[config.mk]
export PLATFORM = sky130hd
export DESIGN_NAME = uart_loader
export DESIGN_NICKNAME = d
export VERILOG_FILES = /design/src/rtl/uart_loader.sv
export SDC_FILE = /design/constraint.sdc
export NUM_CORES = 1
export LEC_CHECK = 0
export ABC_AREA = 1
export CELL_PAD_IN_SITES_DETAIL_PLACEMENT = 0
export CELL_PAD_IN_SITES_GLOBAL_PLACEMENT = 1
export CORE_ASPECT_RATIO = 1.2
export CORE_MARGIN = 2
export CORE_UTILIZATION = 32
export DETAILED_ROUTE_END_ITERATION = 7
export PLACE_DENSITY_LB_ADDON = 0.08
export SLEW_MARGIN = 15
export SYNTH_ARGS = -nofsm -noshare
export SYNTH_HDL_FRONTEND = slang
export SYNTH_SLANG_ARGS = --single-unit
[constraint.sdc]
create_clock -name clk -period 1.62 [get_ports clk]
set_clock_uncertainty 0.1 [all_clocks]
set_input_delay 0.405 -clock clk [delete_from_list [all_inputs] [get_ports clk]]
set_output_delay 0.405 -clock clk [all_outputs]
set_load 0.01 [all_outputs]
[src/rtl/uart_loader.sv]
// Byte-stream frame loader: A5 + addr[4] + data[4] -> one 32-bit memory write.
// Define UART_LOADER_CHECKSUM_EN to require a trailing XOR checksum byte.
module uart_loader #(
    parameter logic [15:0] TIMEOUT = 16'd50000
) (
    input  logic        clk,
    input  logic        rst,
    input  logic        rx_ready,
    input  logic [7:0]  rx_data,
    output logic        rx_read,
    output logic        mem_req,
    output logic        mem_we,
    output logic [31:0] mem_addr,
    output logic [31:0] mem_wdata,
    input  logic        mem_ack,
    output logic        busy,
    output logic        err,
    output logic [7:0]  pkt_cnt
);

    typedef enum logic [2:0] {
        IDLE,
        ADDR,
        DATA,
`ifdef UART_LOADER_CHECKSUM_EN
        CSUM,
`endif
        REQ
    } state_t;

    state_t      state_q, state_d;
    logic [1:0]  idx_q, idx_d;
    logic [31:0] addr_q, addr_d;
    logic [31:0] data_q, data_d;
    logic [15:0] idle_q, idle_d;
    logic        err_q, err_d;
    logic [7:0]  cnt_q, cnt_d;
    logic        pop;
    logic        tmo;
`ifdef UART_LOADER_CHECKSUM_EN
    logic [7:0]  csum_q, csum_d;
`endif

    assign pop     = rx_read;
    assign tmo     = (idle_q == TIMEOUT - 16'd1);
    assign rx_read = rx_ready && !rst && (state_q != REQ);

    assign mem_req   = (state_q == REQ);
    assign mem_we    = mem_req;
    assign mem_addr  = addr_q;
    assign mem_wdata = data_q;
    assign busy      = (state_q != IDLE);
    assign err       = err_q;
    assign pkt_cnt   = cnt_q;

    always_comb begin
        state_d = state_q;
        idx_d   = idx_q;
        addr_d  = addr_q;
        data_d  = data_q;
        idle_d  = 16'd0;
        err_d   = 1'b0;
        cnt_d   = cnt_q;
`ifdef UART_LOADER_CHECKSUM_EN
        csum_d  = csum_q;
`endif
        unique case (state_q)
            IDLE: begin
                if (pop) begin
                    if (rx_data == 8'hA5) begin
                        state_d = ADDR;
                        idx_d   = 2'd0;
`ifdef UART_LOADER_CHECKSUM_EN
                        csum_d  = 8'h00;
`endif
                    end else begin
                        err_d = 1'b1;
                    end
                end
            end
            ADDR: begin
                if (pop) begin
                    addr_d = {rx_data, addr_q[31:8]};
                    idx_d  = idx_q + 2'd1;
`ifdef UART_LOADER_CHECKSUM_EN
                    csum_d = csum_q ^ rx_data;
`endif
                    if (idx_q == 2'd3) state_d = DATA;
                end else if (tmo) begin
                    state_d = IDLE;
                    err_d   = 1'b1;
                end else begin
                    idle_d = idle_q + 16'd1;
                end
            end
            DATA: begin
                if (pop) begin
                    data_d = {rx_data, data_q[31:8]};
                    idx_d  = idx_q + 2'd1;
`ifdef UART_LOADER_CHECKSUM_EN
                    csum_d = csum_q ^ rx_data;
                    if (idx_q == 2'd3) state_d = CSUM;
`else
                    // Misaligned frames are drained fully, then dropped.
                    if (idx_q == 2'd3) begin
                        if (addr_q[1:0] != 2'b00) begin
                            state_d = IDLE;
                            err_d   = 1'b1;
                        end else begin
                            state_d = REQ;
                        end
                    end
`endif
                end else if (tmo) begin
                    state_d = IDLE;
                    err_d   = 1'b1;
                end else begin
                    idle_d = idle_q + 16'd1;
                end
            end
`ifdef UART_LOADER_CHECKSUM_EN
            CSUM: begin
                if (pop) begin
                    if (rx_data == csum_q && addr_q[1:0] == 2'b00) begin
                        state_d = REQ;
                    end else begin
                        state_d = IDLE;
                        err_d   = 1'b1;
                    end
                end else if (tmo) begin
                    state_d = IDLE;
                    err_d   = 1'b1;
                end else begin
                    idle_d = idle_q + 16'd1;
                end
            end
`endif
            REQ: begin
                if (mem_ack) begin
                    state_d = IDLE;
                    cnt_d   = cnt_q + 8'd1;
                end
            end
            default: state_d = IDLE;
        endcase
    end

    always_ff @(posedge clk) begin
        if (rst) begin
            state_q <= IDLE;
            idx_q   <= 2'd0;
            addr_q  <= 32'h0;
            data_q  <= 32'h0;
            idle_q  <= 16'd0;
            err_q   <= 1'b0;
            cnt_q   <= 8'd0;
`ifdef UART_LOADER_CHECKSUM_EN
            csum_q  <= 8'h00;
`endif
        end else begin
            state_q <= state_d;
            idx_q   <= idx_d;
            addr_q  <= addr_d;
            data_q  <= data_d;
            idle_q  <= idle_d;
            err_q   <= err_d;
            cnt_q   <= cnt_d;
`ifdef UART_LOADER_CHECKSUM_EN
            csum_q  <= csum_d;
`endif
        end
    end

endmodule

### Yosys cells after proc, flatten, opt, wreduce, memory -nomap -nowiden

Cells that the tools add are included.

* register bits: 94
* input port bits: 12
* output and inout bits: 77
* logic and storage cells: 60

* $add $sub $neg: 3
* equal/unequal tests: 13
* muxes and demuxes: 22
* bitwise gates (word level): 1
* reductions and logical operators: 14

Operators with widths (number)
* 3-bit two-way mux: 8
* 16-bit by 1-bit adder with 16-bit output, second input constant: 1
* 16-bit == test, second input constant: 1
* 3-bit case mux with 4 select lines: 1
* 8-bit by 1-bit adder with 8-bit output, second input constant: 1
* 8-bit == test, second input constant: 1
* 2-bit two-way mux: 4
* 1-bit two-way mux: 7
* 3-bit by 2-bit == test with 1-bit output, second input constant: 2
* 3-bit != test, second input constant: 2
* 2-bit AND reduction: 3
* 5-bit AND reduction: 1
* 2-bit by 1-bit != test with 1-bit output, second input constant: 2
* 2-bit != test, second input constant: 2
* 2-bit case mux with 2 select lines: 1
* 4-bit AND reduction: 1
* 2-bit nonzero test: 2
* 4-bit OR reduction: 1
* 3-bit by 1-bit == test with 1-bit output, second input constant: 1
* 3-bit zero test: 1
* 3-bit by 2-bit != test with 1-bit output, second input constant: 1
* 1-bit case mux with 3 select lines: 1
* 3-bit nonzero test: 1
* 2-bit by 1-bit adder with 2-bit output, second input constant: 1
* other kinds (5): 6

### Longest topological paths before layout

* depth after elaboration: 5
* gate-level depth with buffers: 10
* mapped depth without buffers: 10

### Worst setup path before layout

OpenSTA, ideal clock, no wires.

* path type: register to register
* start point: register idle_q[0]
* end point: register state_q[1]
* setup time: 109 ps
* arrival: 1368 ps
* data required time: 1411 ps
* setup slack: 43 ps
* cell stages (with the launch flop): 11
* buffers on the path: 0
* period minus slack after synthesis: 1577 ps
* cells stage by stage: dfxtp_1 ha_1 nand2_1 nor2_1 inv_1 nor2_1 nand3_1 nand3b_1 nand2_1 nand2_1 inv_1

* cells in the longest elaborated chain, start to end: 4
* elaborated cells on any way between the ends: 5
* those cells by class: 1 x eq/ne; 4 x mux

Ends and longest elaborated chain
* from (decl): RTL line 35 `logic [15:0] idle_q, idle_d;`
* from (signal assigned): RTL line 165 `idle_q <= idle_d;`
* 16-bit == test (*): RTL line 45 `assign tmo = (idle_q == TIMEOUT - 16'd1);`
* 3-bit two-way mux (*)
* 3-bit two-way mux (on tied branches)
* 3-bit case mux with 4 select lines (*)
* to (signal assigned): RTL line 161 `state_q <= state_d;`
* to (decl): RTL line 31 `state_t state_q, state_d;`

Mark *: on every way between the ends. The rest lies on a longest branch, timed or not.
A chain may end at the register's enable or synchronous reset.

### Worst setup path after layout

* start point: register state_q[0]
* end point: output busy

* cells in the longest elaborated chain, start to end: 1

Ends and longest elaborated chain
* 3-bit nonzero test: RTL line 52 `assign busy = (state_q != IDLE);`
* to (decl): RTL line 16 `output logic busy,`

Every way passes these cells.

==> flow_summary.toml <==
[final_layout]
area_growth_pct = 49.2
utilization_pct = 49.2
final_area_mm2 = 0.00572
mostFrequentLayoutCells = "nand2_1, dfxtp_1, dlygate4sd2_1, buf_4, o21ai_0"
layout_commonest_cell = "nand2_1"
fin_nets = 666
post_route_cells_drive_above_1_share_pct = 20.7
n_antenna_cell = 0
num-fill-cells = 1211

[sta]
fin_hold_ws_ns = 0.374
slew_violations = 0
fin_setup_tns_ns = 0
grt_setup_unrepaired = "yes"
finalSetupViolCount = 0
finalWorstSetupSlack_ns = 0.0167
fmax_mhz = 624
finalCriticalPeriod_ns = 1.60
period_share_pct = 99.0
hold_viol_final = 0

[synthesis]
postSynthAreaPerCell_um2 = 7.51
synth-seq-area-share_pct = 49.1
postSynthNetCount = 525
postSynthCellCount = 510
synth_fa_ha_area_share_pct = 0.979
ys_types = 33
synth-compound-area-share_pct = 14.1
ys_warn_count = 0
synth_top_family_by_area = "simple AND/OR/NAND/NOR gates"
synthSimpleGateAreaFrac_pct = 28.8
synth.area.mux_share_pct = 0
ys_ff_latch = 94
synth-xor-area-share_pct = 0.457
syn_area_mm2 = 0.00383

[grt]
grt_pass1_wl_um = 16500
overflow = 0
grt_util_all_layers_pct = 15.9
grt_pass1_vias = 3473
antenna_found_initial = 0
grt_max_degree = 31

[floorplanning]
initial_core_util_pct = 33.0
die_w_um = 104
fp.dieH_um = 124
core_mm2 = 0.0116
pin_count = 89
rows = 43
die_area_mm2 = 0.0129

[flow_run]
maxCapViolations = 0

[detailed_routing]
first_pass_iters = 4
via_per_inst = 4.45
wirelength_um = 10000
first_iter_violations = 126
drtAntennaViolNets = 0
drc = 0
num_vias = 3617
drt-wirelength-per-cell_um = 12.3

[clock_network]
h-tree-depth = 3
clkTransAtPathRegs_ns = 0.07
cts_buffer_depth = 2
cts_inserted_buffers = 9
clk_latency_ns = 0.34
clock-sinks = 94
root_buffer = "clkbuf_16"
cts_tree = "built"

[setup_path]
crit_type = "flop to output pin"
cp_max_fo = 3
required_ns = 1.11
crit_path_start_kind = "flop"
end_kind = "output pin"
cp.arrival_ns = 1.10

[min_path]
hold_path.class = "flop to flop"

[place]
place.gp.congestion = 0.835
port_buffers = 88
pre_cts_slack_ns = -0.606
dp_hpwl_um = 7140
placed_cell_area_mm2 = 0.00533

[status]
status = "completed"

[pwr]
ir_drop_uv = 428
leakage_nw = 2.55
power_density_mw_per_mm2 = 804
## cell type report
type / count / area (um2) / share of cell area (%)
Timing Repair Buffer: 151 / 1370 / 23.9
Inverter: 42 / 160 / 2.80
Clock buffer: 10 / 229 / 4.00
Tap cell: 157 / 196 / 3.44
Clock inverter: 6 / 46.3 / 0.810
Multi-Input combinational cell: 353 / 1830 / 32.0
Sequential cell: 94 / 1890 / 33.1
## flip-flops by register name, summed over array words and instances, names as in the netlist
name and count:
mem_wdata 32, err 1, pkt_cnt 8, mem_addr 32, idle_q 16, idx_q 2
state_q 3
## power breakdown
part	leakage [nW]	internal (mW)	switching [mW]	total, mW
Clock	0.129	1.05	0.912	1.96
Combinational	1.66	0.137	0.156	0.293
Sequential	0.761	2.33	0.0145	2.34
Total	2.55	3.51	1.08	4.60
## cell usage after synthesis (all sizes together)
library cell  count  area share (%)
nand2           153              15
dfxtp            94              49
nor2             58             6.5
o21ai            53             6.9
inv              42             4.1
nand3            20             2.9
a21oi            17             2.5
a211oi           15             2.9
clkbuf           13             1.3
buf               8             1.1
nor3              7            0.91
nand4             6            0.98
nor3b             5             1.5
o31ai             5            0.98
ha                3            0.98
o21a              2            0.39
or2               2            0.33
a31oi             1            0.16
conb              1           0.098
nand3b            1            0.20
nor4              1            0.16
o21bai            1            0.20
xnor2             1            0.23
xor2              1            0.23
## cell families after synthesis
| family | Yosys count |
|---|---|
| XOR/XNOR | 2 |
| buffers and inverters | 63 |
| other | 1 |
| AND/OR/NAND/NOR | 253 |
| flip-flops | 94 |
| adder cells (fa/ha/maj) | 3 |
| AO/OA/AOI/OAI | 94 |
## worst max-delay path, cell delays in order (launching register included)
cell     delay [ns]
dfxtp_4        0.36
nor3_2         0.18
inv_1          0.08
buf_2          0.14
## stage by stage
stage	total power, mW	std cells
detailed placement	2.67	790
CTS	4.65	809
global placement	2.67	790
global route	4.78	813
floorplan	2.51	510
finish	4.60	813
## what timing repair did
item	4_1_cts	5_1_grt
cloned	0	1
gates resized for setup	109	34
pin swaps	6	14
hold endpoints to repair	0	0
buffers inserted	3	5
hold buffers	0	0
setup endpoints to repair	157	78
## per-layer routing
layer | routed length [um] | global-route usage, % | part of all wire [%]
met1 | 4720 | 19.8 | 47
met2 | 4650 | 26.2 | 46
met3 | 537 | 4.19 | 5.4
met4 | 97 | 6.59 | 0.97
met5 | 0 | 0 | 0
## final timing paths
kind / start / to / slack [ns] / depth (start not counted)
worst min register to register: mem_wdata[3]$_SDFFE_PP0P_ / mem_wdata[3]$_SDFFE_PP0P_ / 0.37 / 2
worst min-delay path: mem_wdata[3]$_SDFFE_PP0P_ / mem_wdata[3]$_SDFFE_PP0P_ / 0.37 / 2
worst max-delay path: state_q[0]$_SDFFE_PP0P_ / busy / 0.02 / 3
worst max register to register: state_q[0]$_SDFFE_PP0P_ / mem_wdata[11]$_SDFFE_PP0P_ / 0.10 / 9
Power figures use the tool's default switching activity.
